==> src/rtl/bus_rr_xbar_if.sv <==
// Host/device/config signal bundle for bus_rr_xbar.
// slave: crossbar view; master: hosts, devices and configuration side.
interface bus_rr_xbar_if #(
  parameter int unsigned Hosts        = 2,
  parameter int unsigned Devices      = 4,
  parameter int unsigned DataWidth    = 32,
  parameter int unsigned AddressWidth = 32
);
  logic [Hosts-1:0]        h_req_in;
  logic [Hosts-1:0]        h_gnt_out;
  logic [AddressWidth-1:0] h_addr_in   [Hosts];
  logic [Hosts-1:0]        h_we_in;
  logic [DataWidth-1:0]    h_wdata_in  [Hosts];
  logic [Hosts-1:0]        h_rvalid_out;
  logic [DataWidth-1:0]    h_rdata_out [Hosts];
  logic [Hosts-1:0]        h_err_out;

  logic [Devices-1:0]      d_req_out;
  logic [AddressWidth-1:0] d_addr_out  [Devices];
  logic [Devices-1:0]      d_we_out;
  logic [DataWidth-1:0]    d_wdata_out [Devices];
  logic [DataWidth-1:0]    d_rdata_in  [Devices];

  logic [AddressWidth-1:0] cfg_device_addr_base [Devices];
  logic [AddressWidth-1:0] cfg_device_addr_mask [Devices];

  modport slave (
    input  h_req_in, h_addr_in, h_we_in, h_wdata_in, d_rdata_in,
           cfg_device_addr_base, cfg_device_addr_mask,
    output h_gnt_out, h_rvalid_out, h_rdata_out, h_err_out,
           d_req_out, d_addr_out, d_we_out, d_wdata_out
  );

  modport master (
    output h_req_in, h_addr_in, h_we_in, h_wdata_in, d_rdata_in,
           cfg_device_addr_base, cfg_device_addr_mask,
    input  h_gnt_out, h_rvalid_out, h_rdata_out, h_err_out,
           d_req_out, d_addr_out, d_we_out, d_wdata_out
  );
endinterface

==> src/rtl/bus_rr_xbar.sv <==
// Round-robin shared bus: N hosts to M address-mapped devices, one transfer per cycle,
// response one cycle after grant. Define BUS_DECODE_ERR_EN to report decode misses as errors.
module bus_rr_xbar #(
  parameter int unsigned Hosts        = 2,
  parameter int unsigned Devices      = 4,
  parameter int unsigned DataWidth    = 32,
  parameter int unsigned AddressWidth = 32
) (
  input  logic         clk_in,
  input  logic         reset_n_in,
  bus_rr_xbar_if.slave bus
);

  localparam int unsigned PtrW = (Hosts   > 1) ? $clog2(Hosts)   : 1;
  localparam int unsigned DevW = (Devices > 1) ? $clog2(Devices) : 1;

  logic [PtrW-1:0] rr_ptr;
  logic            resp_valid;
  logic [PtrW-1:0] resp_host;
  logic [DevW-1:0] resp_dev;
  logic            resp_we;
  logic            resp_err;

  logic            found;
  logic [PtrW-1:0] winner;
  int unsigned     cand;
  logic            grant_c;
  logic            miss_c;
  logic            dec_err_c;
  logic            dev_fire_c;
  logic [DevW-1:0] dev_sel;
  logic [AddressWidth-1:0] win_addr;

  // Round-robin scan starting at rr_ptr, wrapping modulo Hosts.
  always_comb begin
    found  = 1'b0;
    winner = '0;
    cand   = 0;
    for (int unsigned i = 0; i < Hosts; i++) begin
      cand = 32'(rr_ptr) + i;
      if (cand >= Hosts) cand = cand - Hosts;
      if (!found && bus.h_req_in[PtrW'(cand)]) begin
        found  = 1'b1;
        winner = PtrW'(cand);
      end
    end
  end

  // Outputs are forced quiet while reset is held, even with requests pending.
  assign grant_c  = found & reset_n_in;
  assign win_addr = bus.h_addr_in[winner];

  // Address decode on the winner; lowest matching device index takes priority.
  always_comb begin
    miss_c  = 1'b1;
    dev_sel = '0;
    for (int unsigned d = 0; d < Devices; d++) begin
      if (miss_c &&
          ((win_addr & bus.cfg_device_addr_mask[DevW'(d)]) == bus.cfg_device_addr_base[DevW'(d)])) begin
        miss_c  = 1'b0;
        dev_sel = DevW'(d);
      end
    end
  end

`ifdef BUS_DECODE_ERR_EN
  assign dec_err_c = miss_c;
`else
  // Without error reporting a miss simply falls through to device 0 (dev_sel default).
  assign dec_err_c = 1'b0;
`endif

  assign dev_fire_c = grant_c & ~dec_err_c;

  // Grant vector and forwarded request to the selected device.
  always_comb begin
    for (int unsigned h = 0; h < Hosts; h++) begin
      bus.h_gnt_out[PtrW'(h)] = grant_c && (winner == PtrW'(h));
    end
    for (int unsigned d = 0; d < Devices; d++) begin
      bus.d_req_out[DevW'(d)]   = 1'b0;
      bus.d_addr_out[DevW'(d)]  = '0;
      bus.d_we_out[DevW'(d)]    = 1'b0;
      bus.d_wdata_out[DevW'(d)] = '0;
      if (dev_fire_c && (dev_sel == DevW'(d))) begin
        bus.d_req_out[DevW'(d)]   = 1'b1;
        bus.d_addr_out[DevW'(d)]  = win_addr;
        bus.d_we_out[DevW'(d)]    = bus.h_we_in[winner];
        bus.d_wdata_out[DevW'(d)] = bus.h_wdata_in[winner];
      end
    end
  end

  // Pointer and one-deep response pipeline; reset discards any pending response.
  always_ff @(posedge clk_in or negedge reset_n_in) begin
    if (!reset_n_in) begin
      rr_ptr     <= '0;
      resp_valid <= 1'b0;
      resp_host  <= '0;
      resp_dev   <= '0;
      resp_we    <= 1'b0;
      resp_err   <= 1'b0;
    end else begin
      resp_valid <= grant_c;
      if (grant_c) begin
        rr_ptr    <= (winner == PtrW'(Hosts - 1)) ? '0 : PtrW'(winner + 1'b1);
        resp_host <= winner;
        resp_dev  <= dev_sel;
        resp_we   <= bus.h_we_in[winner];
        resp_err  <= dec_err_c;
      end
    end
  end

  // Response steering: read data is live from the device, zero for writes and errors.
  always_comb begin
    for (int unsigned h = 0; h < Hosts; h++) begin
      bus.h_rvalid_out[PtrW'(h)] = 1'b0;
      bus.h_err_out[PtrW'(h)]    = 1'b0;
      bus.h_rdata_out[PtrW'(h)]  = '0;
      if (resp_valid && (resp_host == PtrW'(h))) begin
        bus.h_rvalid_out[PtrW'(h)] = 1'b1;
        bus.h_err_out[PtrW'(h)]    = resp_err;
        if (!resp_we && !resp_err) begin
          bus.h_rdata_out[PtrW'(h)] = bus.d_rdata_in[resp_dev];
        end
      end
    end
  end

endmodule

==> src/flat_wrapper.sv <==
// flat-port wrapper written by rule: the top's interface ports become plain ports
module bus_rr_xbar_flat 
#(
  parameter int unsigned Hosts        = 2,
  parameter int unsigned Devices      = 4,
  parameter int unsigned DataWidth    = 32,
  parameter int unsigned AddressWidth = 32
)
  (clk_in, reset_n_in, bus_h_req_in, bus_h_addr_in, bus_h_we_in, bus_h_wdata_in, bus_d_rdata_in, bus_cfg_device_addr_base, bus_cfg_device_addr_mask, bus_h_gnt_out, bus_h_rvalid_out, bus_h_rdata_out, bus_h_err_out, bus_d_req_out, bus_d_addr_out, bus_d_we_out, bus_d_wdata_out);
  bus_rr_xbar_if #(.Hosts(Hosts), .Devices(Devices), .DataWidth(DataWidth), .AddressWidth(AddressWidth)) bus_i ();
  input  logic clk_in;
  input  logic reset_n_in;
  input wire logic [$bits(bus_i.h_req_in)-1:0] bus_h_req_in;
  input wire logic [$bits(bus_i.h_addr_in)-1:0] bus_h_addr_in;
  input wire logic [$bits(bus_i.h_we_in)-1:0] bus_h_we_in;
  input wire logic [$bits(bus_i.h_wdata_in)-1:0] bus_h_wdata_in;
  input wire logic [$bits(bus_i.d_rdata_in)-1:0] bus_d_rdata_in;
  input wire logic [$bits(bus_i.cfg_device_addr_base)-1:0] bus_cfg_device_addr_base;
  input wire logic [$bits(bus_i.cfg_device_addr_mask)-1:0] bus_cfg_device_addr_mask;
  output wire logic [$bits(bus_i.h_gnt_out)-1:0] bus_h_gnt_out;
  output wire logic [$bits(bus_i.h_rvalid_out)-1:0] bus_h_rvalid_out;
  output wire logic [$bits(bus_i.h_rdata_out)-1:0] bus_h_rdata_out;
  output wire logic [$bits(bus_i.h_err_out)-1:0] bus_h_err_out;
  output wire logic [$bits(bus_i.d_req_out)-1:0] bus_d_req_out;
  output wire logic [$bits(bus_i.d_addr_out)-1:0] bus_d_addr_out;
  output wire logic [$bits(bus_i.d_we_out)-1:0] bus_d_we_out;
  output wire logic [$bits(bus_i.d_wdata_out)-1:0] bus_d_wdata_out;
  assign bus_i.h_req_in = bus_h_req_in;
  assign bus_i.h_addr_in = {>>{bus_h_addr_in}};
  assign bus_i.h_we_in = bus_h_we_in;
  assign bus_i.h_wdata_in = {>>{bus_h_wdata_in}};
  assign bus_i.d_rdata_in = {>>{bus_d_rdata_in}};
  assign bus_i.cfg_device_addr_base = {>>{bus_cfg_device_addr_base}};
  assign bus_i.cfg_device_addr_mask = {>>{bus_cfg_device_addr_mask}};
  assign bus_h_gnt_out = bus_i.h_gnt_out;
  assign bus_h_rvalid_out = bus_i.h_rvalid_out;
  assign bus_h_rdata_out = {>>{bus_i.h_rdata_out}};
  assign bus_h_err_out = bus_i.h_err_out;
  assign bus_d_req_out = bus_i.d_req_out;
  assign bus_d_addr_out = {>>{bus_i.d_addr_out}};
  assign bus_d_we_out = bus_i.d_we_out;
  assign bus_d_wdata_out = {>>{bus_i.d_wdata_out}};
  bus_rr_xbar #(.Hosts(Hosts), .Devices(Devices), .DataWidth(DataWidth), .AddressWidth(AddressWidth)) u_core (.clk_in(clk_in), .reset_n_in(reset_n_in), .bus(bus_i));
endmodule
==> config.mk <==
export PLATFORM = sky130hd
export DESIGN_NAME = bus_rr_xbar_flat
export DESIGN_NICKNAME = d
export VERILOG_FILES = /design/src/rtl/bus_rr_xbar_if.sv /design/src/rtl/bus_rr_xbar.sv /design/src/flat_wrapper.sv
export SDC_FILE = /design/constraint.sdc
export NUM_CORES = 1
export LEC_CHECK = 0
export CORE_AREA = 2 2 335 337
export DETAILED_ROUTE_END_ITERATION = 10
export DIE_AREA = 0 0 337 339
export PLACE_DENSITY = 0.39
export SLEW_MARGIN = 25
export SYNTH_ARGS = -nofsm -noshare
export SYNTH_HDL_FRONTEND = slang
export SYNTH_SLANG_ARGS = --single-unit
==> constraint.sdc <==
create_clock -name clk_in -period 4.2 [get_ports clk_in]
set_clock_uncertainty 0.2 [all_clocks]
set_input_delay 0.84 -clock clk_in [delete_from_list [all_inputs] [get_ports clk_in]]
set_output_delay 0.84 -clock clk_in [all_outputs]
set_load 0.02 [all_outputs]
Word-level counts from Yosys, hierarchy flattened
Index checks and enable logic that the tools add are counted.
{ "classes": {"n_eq_ne": 7, "n_lt_le_gt_ge": 7, "muxes": 49, "add_sub_neg": 4, "bitwise_logic": 9, "n_reduce_logical": 14} }
{ "op_table": {"columns": ["cell", "n"], "rows": [
  ["32-bit 2-to-1 mux", 19],
  ["32-bit bitwise AND", 4],
  ["32-bit == test", 4],
  ["32-bit binary-select mux with 2-bit select", 1],
  ["1-bit 2-to-1 mux", 27],
  ["1-bit logical AND", 12],
  ["1-bit by 2-bit < comparator with 1-bit output (second input constant)", 3],
  ["2-bit == test (second input constant)", 2],
  ["2-bit greater-or-equal comparator (second input constant)", 2],
  ["2-bit 2-to-1 mux", 2],
  ["3-bit greater-or-equal comparator (second input constant)", 1],
  ["2-bit NOT with 3-bit output", 1],
  ["1-bit by 1-bit adder with 2-bit output (second input constant)", 1],
  ["2-bit by 1-bit == test with 1-bit output (second input constant)", 1],
  ["1-bit by 2-bit greater-or-equal comparator with 1-bit output (second input constant)", 1],
  ["2-bit zero test", 1],
  ["1-bit NOT", 2],
  ["1-bit NOT with 2-bit output", 1],
  ["1-bit subtractor (second input constant)", 2],
  ["1-bit adder (second input constant)", 1],
  ["1-bit bitwise AND", 1],
  ["1-bit zero test", 1]
]} }
{ "totals": {"elab_cells": 95, "inputBits": 518, "register_bits": 6, "output_inout_bits": 334} }

Depth between registers and ports, before layout
Gate-level depths: netlist of the first run.
{ "depth": {"word_depth": 24, "depth_mapped": 15, "depth_no_buf": 8} }

Least setup slack after synthesis of the first run
No wires, ideal clock.
{ "synth_timing": {"path_kind": "input to output", "startpoint": "input port bus_h_req_in[1]", "endpoint": "output port bus_d_addr_out[10]", "path_slack_ps": -652, "t_required_ps": 3160, "arrival_ps": 3812, "path_buffers": 6, "cell_stages": 13, "path_cell_list": "buf_2 -> buf_2 -> buf_2 -> clkbuf_1 -> nand4_1 -> and3_1 -> nor4b_1 -> nand4_1 -> or4_1 -> nand4b_4 -> buf_2 -> buf_2 -> nor3_1"} }
{ "synth_via": {"elab_chain_cells": 22, "elab_cells_between_ends": 35, "classes_between": "5 x eq/ne; 18 x mux; 6 x bitwise; 6 x reduce/logical"} }
{ "synth_rtl": {"columns": ["element", "line", "text"], "rows": [
  ["start, declared", "flat_wrapper.sv:13", "input wire logic [$bits(bus_i.h_req_in)-1:0] bus_h_req_in;"],
  ["1-bit 2-to-1 mux (not written as such) (2 in series)", "bus_rr_xbar.sv:42", "if (!found && bus.h_req_in[PtrW'(cand)]) begin"],
  ["1-bit 2-to-1 mux", "bus_rr_xbar.sv:42", null],
  ["1-bit zero test", "bus_rr_xbar.sv:42", null],
  ["1-bit logical AND", "bus_rr_xbar.sv:42", null],
  ["1-bit 2-to-1 mux", "bus_rr_xbar.sv:42", null],
  ["1-bit NOT with 2-bit output (not written as such)", "bus_rr_xbar.sv:51", "assign win_addr = bus.h_addr_in[winner];"],
  ["32-bit 2-to-1 mux (not written as such) (3 in series)", "bus_rr_xbar.sv:51", null],
  ["32-bit bitwise AND", "bus_rr_xbar.sv:59", "((win_addr & bus.cfg_device_addr_mask[DevW'(d)]) == bus.cfg_device_addr_base[DevW'(d)])) begin"],
  ["[... 3 more ...]", null, null],
  ["1-bit 2-to-1 mux", "bus_rr_xbar.sv:58", "if (miss_c &&"],
  ["1-bit logical AND", "bus_rr_xbar.sv:58", null],
  ["1-bit 2-to-1 mux", "bus_rr_xbar.sv:58", null],
  ["1-bit logical AND", "bus_rr_xbar.sv:58", null],
  ["2-bit 2-to-1 mux", "bus_rr_xbar.sv:58", null],
  ["2-bit == test", "bus_rr_xbar.sv:85", "if (dev_fire_c && (dev_sel == DevW'(d))) begin"],
  ["1-bit logical AND", "bus_rr_xbar.sv:85", null],
  ["32-bit 2-to-1 mux (*)", "bus_rr_xbar.sv:85", null],
  ["end, declared", "flat_wrapper.sv:25", "output wire logic [$bits(bus_i.d_addr_out)-1:0] bus_d_addr_out;"]
]} }
Every way passes the cells marked *; elsewhere a longest branch is shown, timed or not. The select of a mux whose other input is x is not followed.

Worst setup path after layout of the first run
{ "layout_timing": {"startpoint": "input port bus_h_req_in[0]", "endpoint": "output port bus_d_addr_out[53]"} }
The elaborated chain is that of the path after synthesis.

==> impl_metrics.ini, run 1 <==
[cells_and_area]
final_cell_mix = clkdlybuf4s50_1 (581), buf_4 (356), buf_6 (235)
fillers = 12083
area_growth_pct = 240
drive_gt1_frac = 0.462
multi_input_area_um2 = 9530
fin_area_um2 = 26400
final_common_cell = clkdlybuf4s50_1
seq_area_um2 = 153
finalNetCount = 2980

[worst_setup_path]
cp_max_fo = 20
crit_buf_inv = 8
critical_path_class = input port to primary output
r2r_end = u_core.resp_dev[1]$_DFFE_PN0P_
critPathRequiredTime_ps = 3160
crit_path_top_delay_cell = or4b_4
r2r-start = u_core.rr_ptr$_DFFE_PN0P_
cp-end-kind = primary output
crit_path_start_kind = input port
rr_worst_depth = 18
cpPeakStageDelay_ps = 610
regToRegSetupSlack_ps = 140
arrival_ps = 4340
crit_path_start = bus_h_req_in[0]
cpMostUsedCell = buf_4
worstPathCellList = buf_8 > buf_4 > nand2b_4 > buf_4 > buf_12 > buf_16 > nand4_1 > and3_1 > nor4_2 > buf_4 > nand4_1 > or4_4 > or4b_4 > buf_12 > nor2_4 > clkdlybuf4s15_2
cp_top_family = simple AND/OR/NAND/NOR gates

[drt]
wl_per_cell_um = 29.0
wl_um = 115000
drt-vias-per-instance = 4.07
antenna_left = 0
drtIter0Drc = 982
vias = 16105
first_pass_iters = 5
drc_errors = 0

[clocking]
clock_latency_ps = 230
ctsRootBufferMaster = clkbuf_16
cts_sinks = 6
cts_buffers = 3
clk_path_buf_depth = 2
cts_max_level = 1
path_clk_slew_ps = 30
cts_tree = built
cts_hold_buf = 0

[global_routing]
gr-total-overflow = 0
grt_max_degree = 38
grt_first_pass_wirelength_um = 147000
antenna_found_initial = 53
grt.total_usage = 0.188
grt_pass1_vias = 16215

[die]
fp.coreArea_um2 = 110000
rows = 122
dieArea_um2 = 114000
ios = 852
fp.dieW_um = 337
fp.dieH_um = 339
start_util = 0.0704

[sta]
slew_viol_final = 0
min_period_ps = 5380
rsz0062_at_grt = true
fin_ws_ps = -1180
max_slew_margin = 0.343
max_freq_mhz = 186
fin_crit_sh = 1.28
finalSetupViolations = 267
tightest_slew_ps = 959
whs_ps = 312
finalHoldViolCount = 0

[synthesis]
synth.distinct_cells = 33
yosysSeqAreaShare = 0.0193
synth_edf_count = 0
synthArstFlopShare = 1.00
synth.avg_cell_area_um2 = 6.37
yosysTopAreaCell = o211ai_1
netlist_area_um2 = 7770
ys.flop_type = dfrtp_1
ys_ff_latch = 6
yosysWarningCount = 0
syn_inst = 1219
synthTopCellsByArea = o211ai_1 (12%), nand4_1 (12%), nor2_1 (9.4%), mux4_2 (9.3%), nor3_1 (8.3%)
synth_top_area_frac = 0.121

[worst_hold_path]
holdPathStages = 1
hold_class = register to register
worst_hold_startpoint = u_core.resp_host$_DFFE_PN0P_
hold_end = u_core.resp_host$_DFFE_PN0P_

[power]
p_comb_frac = 0.918
leakagePower_nw = 10.1
ir_drop_v = 0.0000906
power_density_nw_per_um2 = 114
seqPwrFrac = 0.028
switching_share = 0.472
internal_power_w = 0.00158
clkPwrFrac = 0.054
fin_total_pwr_w = 0.00300
power.switching_w = 0.00141

[placement]
port_buffers = 849
placed_cell_area_um2 = 23100
dp_hpwl_um = 97500
place.gp.congestion = 0.875
pre_cts_ws_ps = -2290

[status]
status = finished, violations left
violations = setup timing

[run]
maxCapViolCount = 0
## through the flow
| step | std cells | TNS, ps | util |
|---|---|---|---|
| 2_1_floorplan | 1220 | -82820 | - |
| 3_3_place_gp | 3831 | -549980 | 0.209 |
| 3_5_place_dp | 3831 | -548180 | 0.209 |
| 4_1_cts | 3891 | -302190 | 0.222 |
| 5_1_grt | 3955 | -311130 | 0.239 |
| 6_report | 3960 | -278760 | 0.239 |
## cell usage after synthesis (6+ instances only)
| master | n |
|---|---|
| nor4_1 | 17 |
| buf_4 | 8 |
| buf_2 | 38 |
| a21oi_1 | 128 |
| nand3_1 | 48 |
| nor2_1 | 195 |
| buf_1 | 16 |
| nor3_1 | 129 |
| and3_1 | 80 |
| nand2_1 | 10 |
| mux4_2 | 32 |
| nand2b_1 | 35 |
| clkbuf_1 | 54 |
| buf_6 | 11 |
| nor4b_1 | 48 |
| mux2i_1 | 64 |
| nor2_2 | 8 |
| o211ai_1 | 125 |
| dfrtp_1 | 6 |
| nand4_1 | 144 |
## sequential cells by signal (all words and copies together), names as in the netlist
register / count
u_core.resp_dev: 2
u_core.resp_we: 1
u_core.resp_host: 1
u_core.resp_valid: 1
u_core.rr_ptr: 1
## layer usage
layer	GRT usage	part of all wire
met4	0.0343	0.025
met2	0.344	0.51
met3	0.0359	0.066
met5	0	0.0020
met1	0.227	0.40
## cell type report
| type | instances | area share |
|---|---|---|
| diodes | 11 | 0.00104 |
| clock buffers | 4 | 0.00299 |
| inverters | 6 | 0.00152 |
| multi-input cells | 1082 | 0.362 |
| flip-flops and latches | 6 | 0.00579 |
| well taps | 1488 | 0.0706 |
| repair buffers | 1363 | 0.557 |
## worst max-delay path by stage
| stage | end | slack, ps | depth (start not counted) |
|---|---|---|---|
| after floorplan | bus_d_wdata_out[34] | -430 | 13 |
| after global placement | bus_d_wdata_out[20] | -2280 | 15 |
| after detailed placement | bus_d_req_out[3] | -2290 | 15 |
| after CTS | bus_d_wdata_out[60] | -1250 | 16 |
| after global routing | bus_d_addr_out[56] | -1290 | 17 |
| final | bus_d_addr_out[53] | -1180 | 16 |
## cell families (layout without fill, tap and decap cells)
| logic type | count (synthesis) | in the layout | synth area share |
|---|---|---|---|
| DFF | 6 | 6 | 0.0193 |
| AOI/OAI and AO/OA | 261 | 261 | 0.213 |
| muxes | 96 | 96 | 0.175 |
| and+or+nand+nor | 722 | 723 | 0.507 |
| buffers and inverters | 133 | 1373 | 0.0849 |
| other | 1 | 13 | 0.000483 |
## what timing repair did
| item | in CTS | in global routing |
|---|---|---|
| gates cloned | 19 | 9 |
| pin swaps | 34 | 45 |
| resized for setup | 1166 | 589 |
| setup buffers | 38 | 60 |
| endpoints found under the setup margin | 268 | 266 |
| hold endpoints to repair | 0 | 0 |
## power by group through the flow
| stage | logic (W) | clock network (W) | registers (W) |
|---|---|---|---|
| 6_report | 0.00275 | 0.000161 | 0.0000847 |
| 3_3_place_gp | 0.00256 | 0 | 0.0000859 |
| 4_1_cts | 0.00269 | 0.000163 | 0.0000850 |
| 3_5_place_dp | 0.00256 | 0 | 0.0000856 |
| 2_1_floorplan | 0.000883 | 0 | 0.0000672 |
| 5_1_grt | 0.00290 | 0.000167 | 0.0000874 |
Power figures use the tool's default switching activity.
==> run 2, diff against run 1 <==
Settings changed: CTS_CLUSTER_DIAMETER from default to 60.
==> results of run 2 <==
Same layout as run 1: the final DEF is identical, and so are final timing and power.
==> run 3, diff against run 2 <==
Settings changed: ABC_AREA from default to 1, CORE_AREA 2 2 335 337 to 2 2 330 332, DIE_AREA 0 0 337 339 to 0 0 332 334, GPL_TIMING_DRIVEN from default to 0.
==> run 3 against run 2 <==
The flow still finishes with violations (setup timing). Utilization is 1.5 points lower. Sequential share of layout area about the same. Global-route usage decreased by 1.3 points. Clock-buffer cell count decreased by 1. Final area down 8.5%. Combinational power is 16% lower.
==> impl_metrics.ini, run 3 <==
[status]
status = finished, violations left
violations = setup timing

[drt]
vias = 14735
met3_length_um = 6500
drtIter0Drc = 565
antenna_left = 0
wl_um = 104000
drt-vias-per-instance = 3.67
first_pass_iters = 5
wl_met2_um = 51200
wl_per_cell_um = 25.9
top_layer_used = met5
drc_errors = 0
drt-met1-wl_um = 43700

[global_routing]
grt.total_usage = 0.175
grt_max_degree = 11
gr-total-overflow = 0
antenna_found_initial = 21
grt_pass1_vias = 14630
grt_first_pass_wirelength_um = 131000

[synthesis]
ys.flop_type = dfrtp_1
yosysSeqAreaShare = 0.0207
netlist_area_um2 = 7270
ys_ff_latch = 6
synthTopCellsByArea = nor2_1 (26%), nand2_1 (17%), nand3_1 (9.7%), inv_1 (9.6%), nand4_1 (9.1%)
yosysMostFrequentCell = nor2_1
synth_top_area_frac = 0.256
synth_edf_count = 0
yosysWarningCount = 0
syn_inst = 1526
synthArstFlopShare = 1.00
synth_commonest_cells = nor2_1 (496), nand2_1 (323), inv_1 (185)
synth.distinct_cells = 29
yosysTopAreaCell = nor2_1
synth.avg_cell_area_um2 = 4.76

[clocking]
clock_latency_ps = 230
path_clk_slew_ps = 40
cts_max_level = 1
cts_hold_buf = 0
cts_sinks = 6
cts_tree = built
cts_buffers = 3
clk_path_buf_depth = 2
ctsRootBufferMaster = clkbuf_16

[die]
rows = 121
start_util = 0.0674
fp.coreArea_um2 = 108000
dieArea_um2 = 111000
fp.dieW_um = 332
fp.dieH_um = 334
ios = 852

[cells_and_area]
largest-register = u_core.resp_dev
fillers = 12021
final_common_cell = clkdlybuf4s50_1
final_cell_mix = clkdlybuf4s50_1 (578), buf_6 (279), nand2_1 (272)
drive_gt1_frac = 0.373
fin_area_um2 = 24100
largest_reg_flops = 2
area_growth_pct = 232
layoutNonFillerInstCount = 4018
finalNetCount = 3113

[worst_setup_path]
arrival_ps = 3650
cp_top_family = simple AND/OR/NAND/NOR gates
cp_max_fo = 10
crit_path_start_kind = input port
critical_path_class = input port to primary output
crit_path_top_delay_cell = nand3_1
cp-end-kind = primary output
worstPathCellList = buf_8 > nand2_8 > buf_12 > buf_4 > nand3_4 > nand3_1 > xor2_2 > nand3_1 > nor2_4 > nand2_2 > inv_2 > nand2_2 > nor2_4 > nand3_4 > buf_12 > buf_12 > buf_12 > buf_8 > nor2_4 > buf_6
cpPeakStageDelay_ps = 220
cpMostUsedCell = buf_12
regToRegSetupSlack_ps = 770
crit_buf_inv = 9
critPathRequiredTime_ps = 3160

[sta]
max_freq_mhz = 213
min_period_ps = 4690
tightest_slew_ps = 1300
max_slew_margin = 0.110
fin_ws_ps = -488
fin_crit_sh = 1.12
rsz0062_at_grt = true
final.setup.tns_ps = -86300
slew_viol_final = 0
finalHoldViolCount = 0
finalSetupViolations = 278

[power]
power_density_nw_per_um2 = 105
internal_power_w = 0.00120
ir_drop_v = 0.0000790
leakagePower_nw = 10.4
clkPwrFrac = 0.064
power.switching_w = 0.00134
switching_share = 0.527
seqPwrFrac = 0.026
p_comb_frac = 0.911

[worst_hold_path]
hold_class = register to register

[placement]
dpl.cell_count = 3791
pre_cts_ws_ps = -2790
port_buffers = 848
place.gp.congestion = 0.849
dp_hpwl_um = 83200
placed_cell_area_um2 = 17600

[run]
maxCapViolCount = 0
[run 3: per-layer routing]
metal / vias to the layer above / GRT usage
li1: 7089 / -
met1: 6924 / 0.210
met2: 627 / 0.313
met3: 81 / 0.0405
met4: 14 / 0.0417
met5: - / 0
[run 3: cell families (layout without fill, tap and decap cells)]
logic type,Yosys count,in the layout,share of synthesized area
simple gates,1128,1128,0.683
flops,6,6,0.0207
other cells,1,13,0.000516
mux,33,33,0.0455
compound gates,75,75,0.0694
buf+inv,260,1326,0.153
xor+xnor,23,23,0.0277
[run 3: final timing paths]
| path | from | endpoint | depth (start not counted) |
|---|---|---|---|
| worst max-delay path | bus_h_req_in[0] | bus_d_wdata_out[22] | 20 |
| worst max register to register | u_core.rr_ptr$_DFFE_PN0P_ | u_core.resp_dev[1]$_DFFE_PN0P_ | 21 |
| max in group asynchronous | reset_n_in | u_core.resp_dev[0]$_DFFE_PN0P_ | 1 |
| worst min-delay path | u_core.resp_host$_DFFE_PN0P_ | u_core.resp_host$_DFFE_PN0P_ | 2 |
| worst min register to register | u_core.resp_host$_DFFE_PN0P_ | u_core.resp_host$_DFFE_PN0P_ | 2 |
| min in group asynchronous | reset_n_in | u_core.resp_host$_DFFE_PN0P_ | 1 |
[run 3: cell type report]
class | instances | area (um2) | area share
inverter | 187 | 711 | 0.0295
multi-input combinational | 1261 | 8830 | 0.366
clock buffer | 3 | 75.1 | 0.00311
timing repair buffer | 1068 | 11700 | 0.486
antenna | 11 | 27.5 | 0.00114
tap | 1414 | 1770 | 0.0733
buffer | 68 | 847 | 0.0351
sequential | 6 | 150 | 0.00622
[run 3: worst reg2reg max path: stages (launching register included)]
cell,delay (ps)
dfrtp_1,370
inv_2,100
nand2_8,110
nand2_8,180
buf_16,200
nand2_8,120
nand4_1,220
nand2_8,150
a21oi_4,250
nand2_2,80
nor2_2,90
nand2_2,90
nor2_4,170
buf_6,120
nor2_4,40
nand3_4,100
buf_12,170
buf_12,150
buf_16,120
buf_4,120
buf_4,100
nand3_1,50
[run 3: power groups by stage]
stage	sequential (W)	clock [W]	combinational, W
5_1_grt	0.0000654	0.000179	0.00246
3_3_place_gp	0.0000654	0	0.00181
6_report	0.0000647	0.000162	0.00231
4_1_cts	0.0000647	0.000174	0.00218
3_5_place_dp	0.0000656	0	0.00182
2_1_floorplan	0.0000652	0	0.000673
[run 3: stage by stage]
stage	utilization	total power, W	hold slack [ps]
final	0.224	0.00254	319
after global routing	0.224	0.00271	347
after CTS	0.198	0.00242	324
after detailed placement	0.163	0.00189	315
after global placement	0.163	0.00188	319
after floorplan	-	0.000738	275
[run 3: what timing repair did]
item,in CTS,in global routing
pin swaps,37,66
buffers inserted,109,94
endpoints found under the setup margin,291,315
cloned,23,6
gates resized for setup,1715,825
